### src/rtl/hazard_pkg.sv
// Shared definitions for the pipeline hazard controller and the stage registers.
// Holds the FSM state encoding, the packed pipeline-control word with its
// canonical values (including the NOP/bubble word the stage registers load),
// and a saturating increment helper for the memory-wait counter.
package hazard_pkg;

  typedef enum logic [1:0] {
    ST_RUN     = 2'd0,
    ST_MEMWAIT = 2'd1,
    ST_FLUSH   = 2'd2
  } state_t;

  // One bit per pipeline control output, in port order.
  typedef struct packed {
    logic pc_write;
    logic ifid_write;
    logic ifid_flush;
    logic idex_write;
    logic idex_bubble;
    logic exmem_write;
    logic memwb_bubble;
  } ctrl_t;

  localparam int WAIT_W = 8;

  // Normal flow: every register advances, nothing squashed.
  localparam ctrl_t CTRL_RUN = '{pc_write: 1'b1, ifid_write: 1'b1, ifid_flush: 1'b0,
                                 idex_write: 1'b1, idex_bubble: 1'b0, exmem_write: 1'b1,
                                 memwb_bubble: 1'b0};
  // NOP/bubble word: PC held, every stage register loads zeroed control.
  localparam ctrl_t CTRL_NOP = '{pc_write: 1'b0, ifid_write: 1'b0, ifid_flush: 1'b1,
                                 idex_write: 1'b1, idex_bubble: 1'b1, exmem_write: 1'b1,
                                 memwb_bubble: 1'b1};
  // Data-memory wait: front of pipe frozen, MEM/WB fed bubbles.
  localparam ctrl_t CTRL_FREEZE = '{pc_write: 1'b0, ifid_write: 1'b0, ifid_flush: 1'b0,
                                    idex_write: 1'b0, idex_bubble: 1'b0, exmem_write: 1'b0,
                                    memwb_bubble: 1'b1};
  // Taken redirect: PC loads target, IF and ID wrong-path work squashed.
  localparam ctrl_t CTRL_REDIRECT = '{pc_write: 1'b1, ifid_write: 1'b1, ifid_flush: 1'b1,
                                      idex_write: 1'b1, idex_bubble: 1'b1, exmem_write: 1'b1,
                                      memwb_bubble: 1'b0};
  // Extra wrong-path slot after a redirect: only IF/ID is squashed.
  localparam ctrl_t CTRL_FLUSH = '{pc_write: 1'b1, ifid_write: 1'b1, ifid_flush: 1'b1,
                                   idex_write: 1'b1, idex_bubble: 1'b0, exmem_write: 1'b1,
                                   memwb_bubble: 1'b0};
  // Load-use: hold PC and IF/ID, insert one bubble into ID/EX.
  localparam ctrl_t CTRL_LOADUSE = '{pc_write: 1'b0, ifid_write: 1'b0, ifid_flush: 1'b0,
                                     idex_write: 1'b1, idex_bubble: 1'b1, exmem_write: 1'b1,
                                     memwb_bubble: 1'b0};

  function automatic logic [WAIT_W-1:0] sat_inc8(input logic [WAIT_W-1:0] v);
    return (v == 8'hFF) ? v : v + 8'd1;
  endfunction

endpackage

### src/rtl/hazard_perf_counters.sv
// Performance counters and memory-wait watchdog for the hazard controller.
// Ports:
//   Clk, Rst          clock, synchronous active-high reset
//   i_stall           PC held this cycle
//   i_redirect        taken redirect accepted this cycle
//   i_frozen          pipeline frozen on a data-memory wait this cycle
//   i_in_wait         FSM is already in MEMWAIT (continuing, not entering)
//   o_stall_cycles    wrapping count of PC-held cycles
//   o_flush_count     wrapping count of accepted redirects
//   o_mem_timeout     sticky flag: wait count reached MAX_WAIT
module hazard_perf_counters
  import hazard_pkg::*;
#(
  parameter int CNT_W    = 32,
  parameter int MAX_WAIT = 15
) (
  input  logic             Clk,
  input  logic             Rst,
  input  logic             i_stall,
  input  logic             i_redirect,
  input  logic             i_frozen,
  input  logic             i_in_wait,
  output logic [CNT_W-1:0] o_stall_cycles,
  output logic [CNT_W-1:0] o_flush_count,
  output logic             o_mem_timeout
);

  localparam logic [CNT_W-1:0]  CNT_ONE  = {{(CNT_W-1){1'b0}}, 1'b1};
  localparam logic [WAIT_W-1:0] WAIT_MAX = WAIT_W'(MAX_WAIT);

  logic [CNT_W-1:0]  r_stall_cycles;
  logic [CNT_W-1:0]  r_flush_count;
  logic [WAIT_W-1:0] r_wait;
  logic [WAIT_W-1:0] w_wait_next;
  logic              r_mem_timeout;

  // Wait count: 1 on the first frozen cycle, saturating step while waiting, 0 otherwise.
  always_comb begin
    w_wait_next = 8'd0;
    if (i_frozen) begin
      if (i_in_wait) begin
        w_wait_next = sat_inc8(r_wait);
      end else begin
        w_wait_next = 8'd1;
      end
    end else begin
      w_wait_next = 8'd0;
    end
  end

  // Counter and watchdog registers.
  always_ff @(posedge Clk) begin
    if (Rst) begin
      r_stall_cycles <= '0;
      r_flush_count  <= '0;
      r_wait         <= 8'd0;
      r_mem_timeout  <= 1'b0;
    end else begin
      if (i_stall) begin
        r_stall_cycles <= r_stall_cycles + CNT_ONE;
      end
      if (i_redirect) begin
        r_flush_count <= r_flush_count + CNT_ONE;
      end
      r_wait <= w_wait_next;
      if (i_frozen && (w_wait_next >= WAIT_MAX)) begin
        r_mem_timeout <= 1'b1;
      end
    end
  end

  assign o_stall_cycles = r_stall_cycles;
  assign o_flush_count  = r_flush_count;
  assign o_mem_timeout  = r_mem_timeout;

endmodule

### src/rtl/pipeline_hazard_controller.sv
// Central stall/flush sequencer for the 5-stage SAD datapath.
// Decodes memory-wait, redirect and load-use hazards (in that priority) and
// drives the pipeline-register enables and squash controls combinationally
// from the FSM state (RUN / MEMWAIT / FLUSH) and the current inputs.
// Ports:
//   Clk, Rst                      clock, synchronous active-high reset
//   ID_Rs, ID_Rt, ID_UsesRt       source operands of the ID instruction
//   EX_MemRead, EX_WriteReg       load indicator / destination in EX
//   MEM_Access, MemReady          data-memory access and completion
//   BranchTaken                   EX redirects the PC this cycle
//   PCWrite .. MEMWBBubble        pipeline register controls
//   StallCycles, FlushCount       performance counters
//   MemTimeout                    sticky memory-wait watchdog
module pipeline_hazard_controller
  import hazard_pkg::*;
#(
  parameter int REG_W       = 5,
  parameter int CNT_W       = 32,
  parameter int FLUSH_SLOTS = 1,
  parameter int MAX_WAIT    = 15
) (
  input  logic             Clk,
  input  logic             Rst,
  input  logic [REG_W-1:0] ID_Rs,
  input  logic [REG_W-1:0] ID_Rt,
  input  logic             ID_UsesRt,
  input  logic             EX_MemRead,
  input  logic [REG_W-1:0] EX_WriteReg,
  input  logic             MEM_Access,
  input  logic             MemReady,
  input  logic             BranchTaken,
  output logic             PCWrite,
  output logic             IFIDWrite,
  output logic             IFIDFlush,
  output logic             IDEXWrite,
  output logic             IDEXBubble,
  output logic             EXMEMWrite,
  output logic             MEMWBBubble,
  output logic [CNT_W-1:0] StallCycles,
  output logic [CNT_W-1:0] FlushCount,
  output logic             MemTimeout
);

  localparam logic [2:0] FLUSH_RELOAD = 3'(FLUSH_SLOTS - 1);

  state_t     r_state;
  state_t     w_state_next;
  logic [2:0] r_flush_cnt;
  logic [2:0] w_flush_next;
  ctrl_t      w_ctrl;
  logic       w_memstall;
  logic       w_loaduse;
  logic       w_resume_flush;
  logic       w_redirect_acc;

  assign w_memstall = MEM_Access & ~MemReady;
  // Register 0 is hard-wired zero, so a load targeting it never creates a dependency.
  assign w_loaduse  = EX_MemRead & (EX_WriteReg != '0) &
                      ((EX_WriteReg == ID_Rs) | (ID_UsesRt & (EX_WriteReg == ID_Rt)));
  // A flush interrupted by a memory wait picks up again on the release cycle.
  assign w_resume_flush = (r_state == ST_FLUSH) ||
                          ((r_state == ST_MEMWAIT) && (r_flush_cnt != 3'd0));

  // Event priority decode: controls, next state and flush-slot counter.
  always_comb begin
    w_ctrl         = CTRL_RUN;
    w_state_next   = ST_RUN;
    w_flush_next   = r_flush_cnt;
    w_redirect_acc = 1'b0;
    if (Rst) begin
      w_ctrl       = CTRL_NOP;
      w_state_next = ST_RUN;
      w_flush_next = 3'd0;
    end else if (w_memstall) begin
      w_ctrl       = CTRL_FREEZE;
      w_state_next = ST_MEMWAIT;
    end else if (BranchTaken) begin
      w_ctrl         = CTRL_REDIRECT;
      w_redirect_acc = 1'b1;
      if (FLUSH_SLOTS > 1) begin
        w_state_next = ST_FLUSH;
        w_flush_next = FLUSH_RELOAD;
      end else begin
        w_state_next = ST_RUN;
        w_flush_next = 3'd0;
      end
    end else if (w_resume_flush) begin
      // ID already holds a squashed NOP here, so load-use is irrelevant.
      w_ctrl = CTRL_FLUSH;
      if (r_flush_cnt <= 3'd1) begin
        w_state_next = ST_RUN;
        w_flush_next = 3'd0;
      end else begin
        w_state_next = ST_FLUSH;
        w_flush_next = r_flush_cnt - 3'd1;
      end
    end else if (w_loaduse) begin
      w_ctrl       = CTRL_LOADUSE;
      w_state_next = ST_RUN;
    end else begin
      w_ctrl       = CTRL_RUN;
      w_state_next = ST_RUN;
    end
  end

  // FSM state and flush-slot counter registers.
  always_ff @(posedge Clk) begin
    if (Rst) begin
      r_state     <= ST_RUN;
      r_flush_cnt <= 3'd0;
    end else begin
      r_state     <= w_state_next;
      r_flush_cnt <= w_flush_next;
    end
  end

  hazard_perf_counters #(
    .CNT_W    (CNT_W),
    .MAX_WAIT (MAX_WAIT)
  ) u_perf (
    .Clk            (Clk),
    .Rst            (Rst),
    .i_stall        (~w_ctrl.pc_write),
    .i_redirect     (w_redirect_acc),
    .i_frozen       (w_memstall),
    .i_in_wait      (r_state == ST_MEMWAIT),
    .o_stall_cycles (StallCycles),
    .o_flush_count  (FlushCount),
    .o_mem_timeout  (MemTimeout)
  );

  assign PCWrite     = w_ctrl.pc_write;
  assign IFIDWrite   = w_ctrl.ifid_write;
  assign IFIDFlush   = w_ctrl.ifid_flush;
  assign IDEXWrite   = w_ctrl.idex_write;
  assign IDEXBubble  = w_ctrl.idex_bubble;
  assign EXMEMWrite  = w_ctrl.exmem_write;
  assign MEMWBBubble = w_ctrl.memwb_bubble;

endmodule

### config.mk
export PLATFORM = sky130hd
export DESIGN_NAME = pipeline_hazard_controller
export DESIGN_NICKNAME = d
export VERILOG_FILES = /design/src/rtl/hazard_pkg.sv /design/src/rtl/hazard_perf_counters.sv /design/src/rtl/pipeline_hazard_controller.sv
export SDC_FILE = /design/constraint.sdc
export NUM_CORES = 1
export LEC_CHECK = 0
export BUFFER_PORTS_ARGS = -buffer_cell sky130_fd_sc_hd__buf_2
export CORE_ASPECT_RATIO = 1.5
export CORE_MARGIN = 1.5
export CORE_UTILIZATION = 50
export CTS_BUF_LIST = sky130_fd_sc_hd__clkbuf_4
export CTS_CLUSTER_DIAMETER = 100
export DETAILED_ROUTE_END_ITERATION = 12
export PLACE_DENSITY = 0.75
export SLEW_MARGIN = 20
export SYNTH_ARGS = -nofsm -noshare
export SYNTH_HDL_FRONTEND = slang
export SYNTH_SLANG_ARGS = --single-unit
### constraint.sdc
create_clock -name Clk -period 1.93 [get_ports Clk]
set_input_delay 0.193 -clock Clk [delete_from_list [all_inputs] [get_ports Clk]]
set_output_delay 0.193 -clock Clk [all_outputs]
set_load 0.005 [all_outputs]
; ---- Word-level counts from Yosys, hierarchy flattened
; Index checks and enable logic that the tools add are counted.
[classes]
addsub = 4
eq_ne = 5
n_bitwise = 8
reduce_logical = 8
n_mux = 18
n_shift = 0
multipliers = 0
n_div = 0
order_cmp = 2
[ops]
columns = cell, n
row1 = 32-bit by 1-bit adder with 32-bit output (second input constant), 2
row2 = 7-bit two-way mux, 5
row3 = 8-bit two-way mux, 3
row4 = 5-bit equality test, 2
row5 = 3-bit two-way mux, 3
row6 = 8-bit by 1-bit adder with 8-bit output (second input constant), 1
row7 = 8-bit equality test (second input constant), 1
row8 = 8-bit by 4-bit >= comparator with 1-bit output (second input constant), 1
row9 = 1-bit two-way mux, 6
row10 = 5-bit nonzero test, 1
row11 = 1-bit bitwise AND, 4
row12 = 4-bit OR reduction, 1
row13 = 3-bit by 1-bit <= comparator with 1-bit output (second input constant), 1
row14 = 1-bit NOT, 3
row15 = 3-bit nonzero test, 1
row16 = 3-bit by 1-bit subtractor with 3-bit output (second input constant), 1
row17 = 2-bit by 1-bit equality test with 1-bit output (second input constant), 1
row18 = 2-bit equality test (second input constant), 1
row19 = 1-bit logical AND, 2
row20 = 2-bit two-way mux, 1
row21 = 2-bit AND reduction, 1
row22 = 2-bit nonzero test, 1
row23 = 1-bit logical OR, 1
row24 = 1-bit bitwise OR, 1
[totals]
in_bits = 22
mem_bits_ro = 0
elab_cells = 52
reg_bits = 78
memories = 0
latch_bits = 0
ram_bits = 0

; ---- Depth between registers and ports, before layout
; Gate-level depths: netlist of the first run.
[logic_depth]
word_depth = 9
mapped_depth = 11
depth_no_buf = 8

; ---- Modules after synthesis
; From an unflattened synthesis of the first run, not the netlist that was laid out.
[unflattened]
cells_unflattened = 443
hier_area_um2 = 3814.9
[modules_own_cells]
columns = module, area_per_inst_um2, n_inst, cells_each
row1 = hazard_perf_counters, 3313.2, 1, 383
row2 = pipeline_hazard_controller, 501.7, 1, 60

; ---- Least setup slack after synthesis of the first run
; OpenSTA, ideal clock, no wires.
[synth_timing]
kind = register -> register
start = reg r_flush_cnt[0]
end = reg u_perf.r_stall_cycles[11], in the netlist u_perf.o_stall_cycles[11]
required_ps = 1860
arrival_time_ps = 1923
setup_slack_ps = -64
n_path_buf = 1
setup_time_ps = 70
synth_period_minus_slack_ps = 1994
stages_incl_launch_ff = 10
cell_sequence = dfxtp_1 > inv_1 > ha_1 > nand2b_1 > a21o_1 > nor4b_4 > a21oi_2 > buf_6 > or4_1 > a21oi_1
[synth_via]
elab_chain_len = 7
[synth_rtl]
columns = element, line
row1 = "start, declared", pipeline_hazard_controller.sv:48  ; logic [2:0] r_flush_cnt;
row2 = "start signal, assigned", pipeline_hazard_controller.sv:113  ; r_flush_cnt <= w_flush_next;
row3 = 3-bit nonzero test, pipeline_hazard_controller.sv:62  ; ((r_state == ST_MEMWAIT) && (r_flush_cnt != 3'd0));
row4 = 1-bit logical AND, pipeline_hazard_controller.sv:62
row5 = 1-bit logical OR, pipeline_hazard_controller.sv:61  ; assign w_resume_flush = (r_state == ST_FLUSH) ||
row6 = 7-bit two-way mux, pipeline_hazard_controller.sv:87  ; end else if (w_resume_flush) begin
row7 = 7-bit two-way mux, pipeline_hazard_controller.sv:77  ; end else if (BranchTaken) begin
row8 = 7-bit two-way mux, pipeline_hazard_controller.sv:74  ; end else if (w_memstall) begin
row9 = 7-bit two-way mux, pipeline_hazard_controller.sv:70  ; if (Rst) begin
row10 = "end signal, assigned", hazard_perf_counters.sv:60  ; r_stall_cycles <= r_stall_cycles + CNT_ONE;
row11 = "end, declared", hazard_perf_counters.sv:31  ; logic [CNT_W-1:0] r_stall_cycles;
; No other way between the ends.
; A chain may end at the register's enable or synchronous reset.

; ---- Worst setup path after layout of the first run
[layout_timing]
start = reg r_flush_cnt[0]
end = reg u_perf.r_stall_cycles[22], in the netlist u_perf.o_stall_cycles[22]
; The elaborated chain is that of the path after synthesis.

==> impl.org, run 1 <==
** Flow run
- Across the run, the number of max-cap violations was 0.

** Hold path
- Along the worst hold path, the cell count comes to 3.
- The tightest min-delay check is of the input pin to flip-flop type.

** Routing
- After the first detailed-routing iteration, the DRC count stood at 172.
- First-pass iteration count of the detailed router :: 4
- After detailed routing, the total wire length is 10.2 mm.
- Detail Route Antenna Nets :: 0
- Drt drc :: 0
- Vias :: 3909
- Dividing the detail-routed wire length by the instance count gives 14.5 um.
- Dividing the detail-routed via count by the number of cells gives 5.54.

** Yosys
- The most used flip-flop cell after synthesis is dfxtp_1.
- Distinct cell type count after synthesis :: 49
- During synthesis, Yosys emitted a total of 0 warnings.
- Multiplexer fraction of the synthesized cell area :: 1.33%
- The cell area that synthesis handed to floorplanning was 3870 um^2.
- Seq/Total Area, Yosys :: 40.4%
- Counting every net in the synthesized netlist gives 481.
- Fraction of the mapped netlist area in simple logic gates :: 30.0%
- Mapped Avg Cell Area :: 8.54 um^2
- After technology mapping, the gate count stands at 453.
- By area, the combinational part of the netlist is dominated by simple AND/OR/NAND/NOR gates.
- Post-synthesis register bit count :: 78
- Number of synthesized flops with an enable pin :: 0
- Adder and majority gate portion of the synthesized area :: 1.94%
- Post-synthesis xor/xnor area fraction :: 10.2%
- Summing the areas of all compound-gate instances in the mapped netlist gives 11.7% of the synthesized area.
- Post-synthesis async set-or-reset flop share :: 0%

** Die
- The floorplan has 39 rows.
- For this design the top-level I/O count stands at 94.
- From bottom edge to top edge, the die measures 111 um.
- The floorplan step set the die width to 74.8 um.
- Core outline area :: 7560 um^2
- The initial utilization of the core area, before any placement, comes to 51.1%.
- The floorplan step defined a die boundary enclosing 8280 um^2.

** Finish
- The area growth from synthesis to layout is 36.3%.
- # nets final :: 627
- Final Instance Area :: 5270 um^2
- Number of diodes :: 0
- Number of fill cells in the layout :: 608
- Fraction of layout instances using a drive strength above 1 :: 38.1%

** CTS
- After clock tree synthesis, the clock-pin slew on the worst setup and hold paths is 0.12 ns.
- CTS tree :: done
- Source-to-sink clock delay at the later pin of the worst-skew pair :: 0.44 ns
- The clock drives 78 sinks.
- Maximum buffer depth of the clock tree :: 2
- Number of H-tree levels :: 3
- The tree is rooted in a clkbuf_4.
- TritonCTS created 9 clock buffers.

** Placement
- Post-Place Cell Area :: 4720 um^2
- Hpwl dp :: 6.98 mm
- Quantity of I/O buffers inserted on ports :: 93
- The congestion estimate from routability-driven global placement came to 0.813.

** STA
- Clk_skew :: 0.0121 ns
- Final number of hold-violating endpoints :: 0
- Final count of pins violating max slew :: 0
- Setup ws final :: -0.295 ns
- Static timing analysis puts the maximum clock frequency at 450 MHz.
- For the pin with the worst max-slew slack, the measured transition is 0.458 ns.
- Total of endpoints with negative setup slack in the final report :: 32
- In this run the tightest slew margin relative to its limit is 69.5%.
- The final critical path takes up 115% of the cycle.
- RSZ-0062 raised after global routing :: true
- The smallest clock period supported by the final layout is computed as 2.22 ns.

** Power
- Clock share of power :: 40.1%
- Pleak :: 2.22 nW
- Reported net switching power :: 0.000718 W
- Worst IR Drop VDD :: 0.466 mV
- The share of total power dissipated in sequential elements is 51.4%.
- Total Power :: 0.00317 W
- Of the total power, the share spent switching nets is 22.7%.
- In this run the power density over the cells is 601 nW/um^2.
- The share of total power dissipated in combinational logic is 8.5%.
- Internal power :: 0.00245 W

** GRT
- Overall overflow remaining after global route :: 0
- The number of global-route vias before repair was 3911.
- Global-route wire length before repair :: 16.6 mm
- Across every metal layer, demand over resource in global routing totals 25.1%.
- Number of antenna violations at the first check in global routing :: 0
- Entering global routing, the biggest net connects 37 pins.

** Worst setup path
- Count of cells along the worst register-to-register path :: 10
- The slowest stage of the critical path belongs to the cell or4_4.
- Critical path's largest stage delay :: 0.51 ns
- WP data required :: 2.31 ns
- STA classifies the critical path startpoint as a flip-flop.
- Cell chain of the critical path :: inv_2 -> ha_4 -> nand2b_4 -> a21o_1 -> nor4b_4 -> a21oi_4 -> buf_12 -> buf_4 -> or4_4 -> a21oi_2
- Highest fanout seen on the critical path :: 6
- At the worst endpoint, the arrival time is 2.60 ns.
- Critical path endpoint category :: flip-flop
- The critical path is of the flip-flop to flip-flop type.

** Run status
- Violations in the final reports :: negative setup slack
- The flow ran to the end, but the final reports show violations.
[cells by family (layout without fill, tap and decap cells)]
family | count (synthesis) | in the layout
muxes | 5 | 5
xor gates and xnor gates | 45 | 45
DFF | 78 | 78
buffers and inverters | 31 | 182
adders and majority gates | 6 | 6
AOI/OAI and AO/OA | 79 | 79
and+or+nand+nor | 209 | 209
[placed cells by master (no fill, tap or decap), drive strengths merged, types with 6 or more instances in the layout]
cell	n
and3	10
a21oi	38
inv	11
o21ai	20
xnor2	18
nor2b	6
o31ai	12
clkbuf	12
nor3	6
ha	6
or3	18
or4	13
nand2	31
buf	155
nor2	55
dfxtp	78
nand3	31
xor2	27
and4	9
nand4	17
[final timing paths]
path	startpoint	to	slack, ns
max	r_flush_cnt[0]$_SDFFE_PP0P_	u_perf.o_stall_cycles[22]$_SDFFE_PP0N_	-0.29
min	BranchTaken	u_perf.o_flush_count[1]$_SDFFE_PP0P_	0.09
max reg2reg	r_flush_cnt[0]$_SDFFE_PP0P_	u_perf.o_stall_cycles[22]$_SDFFE_PP0N_	-0.29
min reg2reg	u_perf.o_stall_cycles[31]$_SDFFE_PP0N_	u_perf.o_stall_cycles[31]$_SDFFE_PP0N_	0.51
[Yosys cell counts (2+ instances only)]
cell type,n,area [um^2]
or3_1,18,113
nor2_1,54,203
xor2_1,27,236
nor2b_1,6,37.5
nor3_1,6,30.0
and3_1,9,56.3
nand3_1,29,145
buf_6,2,22.5
o31ai_1,12,90.1
dfxtp_1,78,1560
o21ai_1,8,40.0
buf_2,4,20.0
ha_1,6,75.1
and4_1,9,78.8
nand2b_1,3,18.8
buf_4,3,22.5
nand4_1,17,106
inv_1,11,41.3
and2_1,4,25.0
a21oi_1,37,185
buf_8,2,30.0
mux2i_1,4,40.0
o21ai_0,12,60.1
xnor2_1,18,158
or4_1,12,90.1
clkbuf_1,9,33.8
nand2_1,31,116
[sequential cells by signal (all words and copies together) (netlist names)]
signal                 flops
u_perf.r_wait              8
u_perf.o_mem_timeout       1
u_perf.o_stall_cycles     32
u_perf.o_flush_count      32
r_flush_cnt                3
r_state                    2
[power by group through the flow]
stage | sequential [W] | clock (W) | combinational (W)
after floorplan | 0.00167 | 0 | 0.000123
after global placement | 0.00166 | 0 | 0.000214
after detailed placement | 0.00167 | 0 | 0.000221
after CTS | 0.00163 | 0.00129 | 0.000260
after global routing | 0.00163 | 0.00136 | 0.000294
final | 0.00163 | 0.00127 | 0.000269
[routing by layer]
layer	share of wire [%]	track usage [%]	vias to the layer above
met3	4.0	5.64	21
met2	55	46.0	86
met1	38	25.7	1895
met4	2.5	11.8	0
met5	0	0	-
li1	-	-	1907
[critical path: cells and delay by family, from the launching register on]
kind	cells	cell delay, ns
AND/OR/NAND/NOR	3	0.86
AO/OA/AOI/OAI	3	0.44
buffers and inverters	3	0.37
adder cells (fa/ha/maj)	1	0.14
flip-flops	1	0.35
[timing repair]
action / 4_1_cts / 5_1_grt
hold buffers: 0 / 0
buffers inserted: 10 / 4
pin swaps: 40 / 11
cloned: 1 / 0
endpoints found under the setup margin: 35 / 49
resized for setup: 20 / 37
[through the flow]
step	std cells	utilization [%]	hold WS, ns	worst slack, ns	TNS [ns]
2_1_floorplan	453	-	0.470	-0.0253	-0.323
3_3_place_gp	676	62.5	0.470	-0.0811	-1.54
3_5_place_dp	676	62.5	0.482	-0.172	-3.33
4_1_cts	702	67.3	0.0720	-0.337	-7.21
5_1_grt	706	69.7	0.129	-0.391	-9.06
6_report	706	69.7	0.0931	-0.295	-5.90
[final cells by class]
type	instances	area, um^2	share of cell area [%]
well taps	102	128	2.42
repair buffers	155	998	18.9
clock buffers	12	90.1	1.71
flip-flops and latches	78	1570	29.7
multi-input cells	344	2350	44.6
clock inverters	4	95.1	1.80
inverters	11	41.3	0.783
Power figures use the tool's default switching activity.
==> inputs of run 2 (changes only) <==
Settings changed: CORE_UTILIZATION 50 to 48, CTS_BUF_LIST sky130_fd_sc_hd__clkbuf_4 to not set, PLACE_DENSITY 0.75 to 0.73.
==> run 2 against run 1 <==
  * The flow still finishes with violations (negative setup slack)
  * Via count fell by 1.9%
  * Worst setup slack improved by 0.11 ns
  * Total power grew 15%
  * Register-to-register slack improved by 0.11 ns
  * Global-route usage fell by 1.2 points
  * Clock power rose by 36%
  * Cell count decreased by 1.1%
  * Utilization is 0.63 points lower
  * Largest power group is now the clock network
==> impl.org, run 2 (synthesized netlist as in run 1, its figures left out) <==
** STA
- Final number of hold-violating endpoints :: 0
- RSZ-0062 raised after global routing :: true
- The number of max-slew violations in the final report is 0.
- Setup violations remaining at the end of the flow were counted as 32.
- Share of the cycle needed by the critical path after routing :: 110%
- At the pin with the least slew margin, the transition time is 0.545 ns.
- Setup ws final :: -0.185 ns
- The routed design could run at a clock period as short as 2.12 ns.
- Across the routed clock network, the largest skew measured is 0.00526 ns.
- In this run the tightest slew margin relative to its limit is 63.7%.
- Top achievable clock speed :: 473 MHz

** CTS
- Source-to-sink clock delay at the later pin of the worst-skew pair :: 0.35 ns
- Maximum buffer depth of the clock tree :: 2
- Clock transition time at the flip-flop clock pins of the worst setup and hold paths :: 0.06 ns
- CTS Root Cell :: clkbuf_16
- Number of buffers added by the clock tree synthesis step :: 9
- The clock drives 78 sinks.
- TritonCTS built the clock tree.
- Number of H-tree levels :: 3

** Finish
- Layout Area Growth over Synthesis :: 37.7%
- Number of fill cells in the layout :: 643
- Leaving out fill and tap cells, the most frequent cell in the layout is buf_2.
- Number of diodes :: 0
- Final standard cell utilization of the core :: 69.1%
- Fraction of layout instances using a drive strength above 1 :: 36.1%
- Number of standard cells in the layout, taps in and fillers out :: 698
- The net count of the finished layout is 619.
- Leaving out fill and tap cells, the most frequent cells in the layout are 90 x buf_2, 75 x dfxtp_1, 51 x nor2_1.

** Hold path
- In this run the worst hold path is classified as input pin to flip-flop.

** Routing
- In the routed design, unresolved DRC markers number 0.
- First-pass iteration count of the detailed router :: 4
- Wire length reported by the detailed router :: 10.2 mm
- Once detail routing completed, the nets flagged for antenna violations numbered 0.
- For this block, the initial DRC count from the detailed router was 240.
- In the final routed layout, each cell accounts on average for 14.6 um.
- Vias :: 3834
- In the routed layout, each cell is associated on average with a via count of 5.49.

** Die
- For this design the top-level I/O count stands at 94.
- Standard-cell rows :: 39
- The floorplan step defined a die boundary enclosing 8620 um^2.
- The core region is 7710 um^2.
- Effective utilization at floorplan :: 50.2%
- Die W :: 76.3 um
- In this run the vertical extent of the chip is 113 um.

** Power
- Summed over all cells, the static leakage comes to 2.22 nW.
- Power per standard cell area :: 683 nW/um^2
- Summing internal, switching and leakage power gives 0.00364 W.
- Worst IR Drop VDD :: 0.714 mV

** GRT
- Overall overflow remaining after global route :: 0
- Combined global-route utilization of all metal layers :: 23.9%
- The number of antenna violations at the first check in global routing was 0.
- The number of global-route vias before repair was 3776.
- The first global-routing pass estimated 16.6 mm of wire.
- Entering global routing, the biggest net connects 46 pins.

** Worst setup path
- STA classifies the critical path endpoint as a flip-flop.
- Arrival time worst endpoint :: 2.39 ns
- STA puts the critical path data required time at 2.20 ns.
- CP startpoint kind :: flip-flop
- In this run the worst path has a maximum fanout of 6.
- The worst setup path is of the flip-flop to flip-flop kind.

** Placement
- OpenSTA, run right after detailed placement, puts the worst setup slack at -0.205 ns.
- Counting tap cells, the placed design contains a total of 667 instances.
- Input and output buffers added on the ports amount to 93.
- Routability-driven placement finished with a final weighted congestion of 0.814.
- Hpwl dp :: 6.82 mm

** Run status
- The run finished, with violations left.
- The checks that failed: negative setup slack.

** Flow run
- The tool flagged a number of max-cap violations equal to 0.
==> run 2: layer usage <==
layer / track usage, % / routed length, um
met5: 0 / 0
met4: 13.1 / 296
met3: 5.32 / 395
met2: 44.4 / 5500
met1: 24.6 / 3980
==> run 2: path summary, 6_finish.rpt <==
| kind | from | end | slack (ns) | cells past startpoint |
|---|---|---|---|---|
| worst max-delay path | r_flush_cnt[1]$_SDFFE_PP0P_ | u_perf.o_stall_cycles[9]$_SDFFE_PP0N_ | -0.19 | 9 |
| worst max register to register | r_flush_cnt[1]$_SDFFE_PP0P_ | u_perf.o_stall_cycles[9]$_SDFFE_PP0N_ | -0.19 | 9 |
| worst min register to register | u_perf.o_stall_cycles[29]$_SDFFE_PP0N_ | u_perf.o_stall_cycles[29]$_SDFFE_PP0N_ | 0.51 | 2 |
| worst min-delay path | Rst | u_perf.o_mem_timeout$_SDFFE_PP0P_ | 0.1 | 2 |
==> run 2: worst max-delay path: stages (launching register included) <==
cell and delay, ns:
dfxtp_2 0.32, inv_2 0.08, ha_4 0.14, nand2b_4 0.04, a21o_1 0.19, nor4b_4 0.30
a21oi_4 0.16, buf_6 0.16, or4_4 0.50, a21oi_1 0.14
==> run 2: final cells by class <==
type | count | area, um^2 | share of cell area, %
flip-flops and latches | 78 | 1570 | 29.4
well taps | 102 | 128 | 2.40
clock inverters | 3 | 42.5 | 0.799
repair buffers | 147 | 973 | 18.3
clock buffers | 13 | 260 | 4.89
multi-input cells | 344 | 2310 | 43.5
inverters | 11 | 41.3 | 0.775
==> run 2: power by group <==
group          leakage, nW  switching (W)  total, W  internal, W
clock                0.146       0.000662   0.00173      0.00107
sequential           0.630     0.00000830   0.00163      0.00162
combinational         1.44       0.000141  0.000277     0.000136
total                 2.22       0.000811   0.00364      0.00283
==> run 2: timing repair <==
item,4_1_cts,5_1_grt
setup buffers,7,6
cloned,1,1
gates resized for setup,15,47
setup endpoints to repair,30,37
hold buffers,0,0
pin swaps,14,42
hold endpoints to repair,0,0
==> run 2: stage by stage <==
step | hold slack [ns] | setup TNS, ns | cell area (um^2)
after floorplan | 0.470 | -0.323 | 3870
after global placement | 0.453 | -1.09 | 4640
after detailed placement | 0.457 | -2.13 | 4640
after CTS | 0.0966 | -4.99 | 5070
after global routing | 0.111 | -6.25 | 5330
final | 0.0983 | -3.78 | 5330
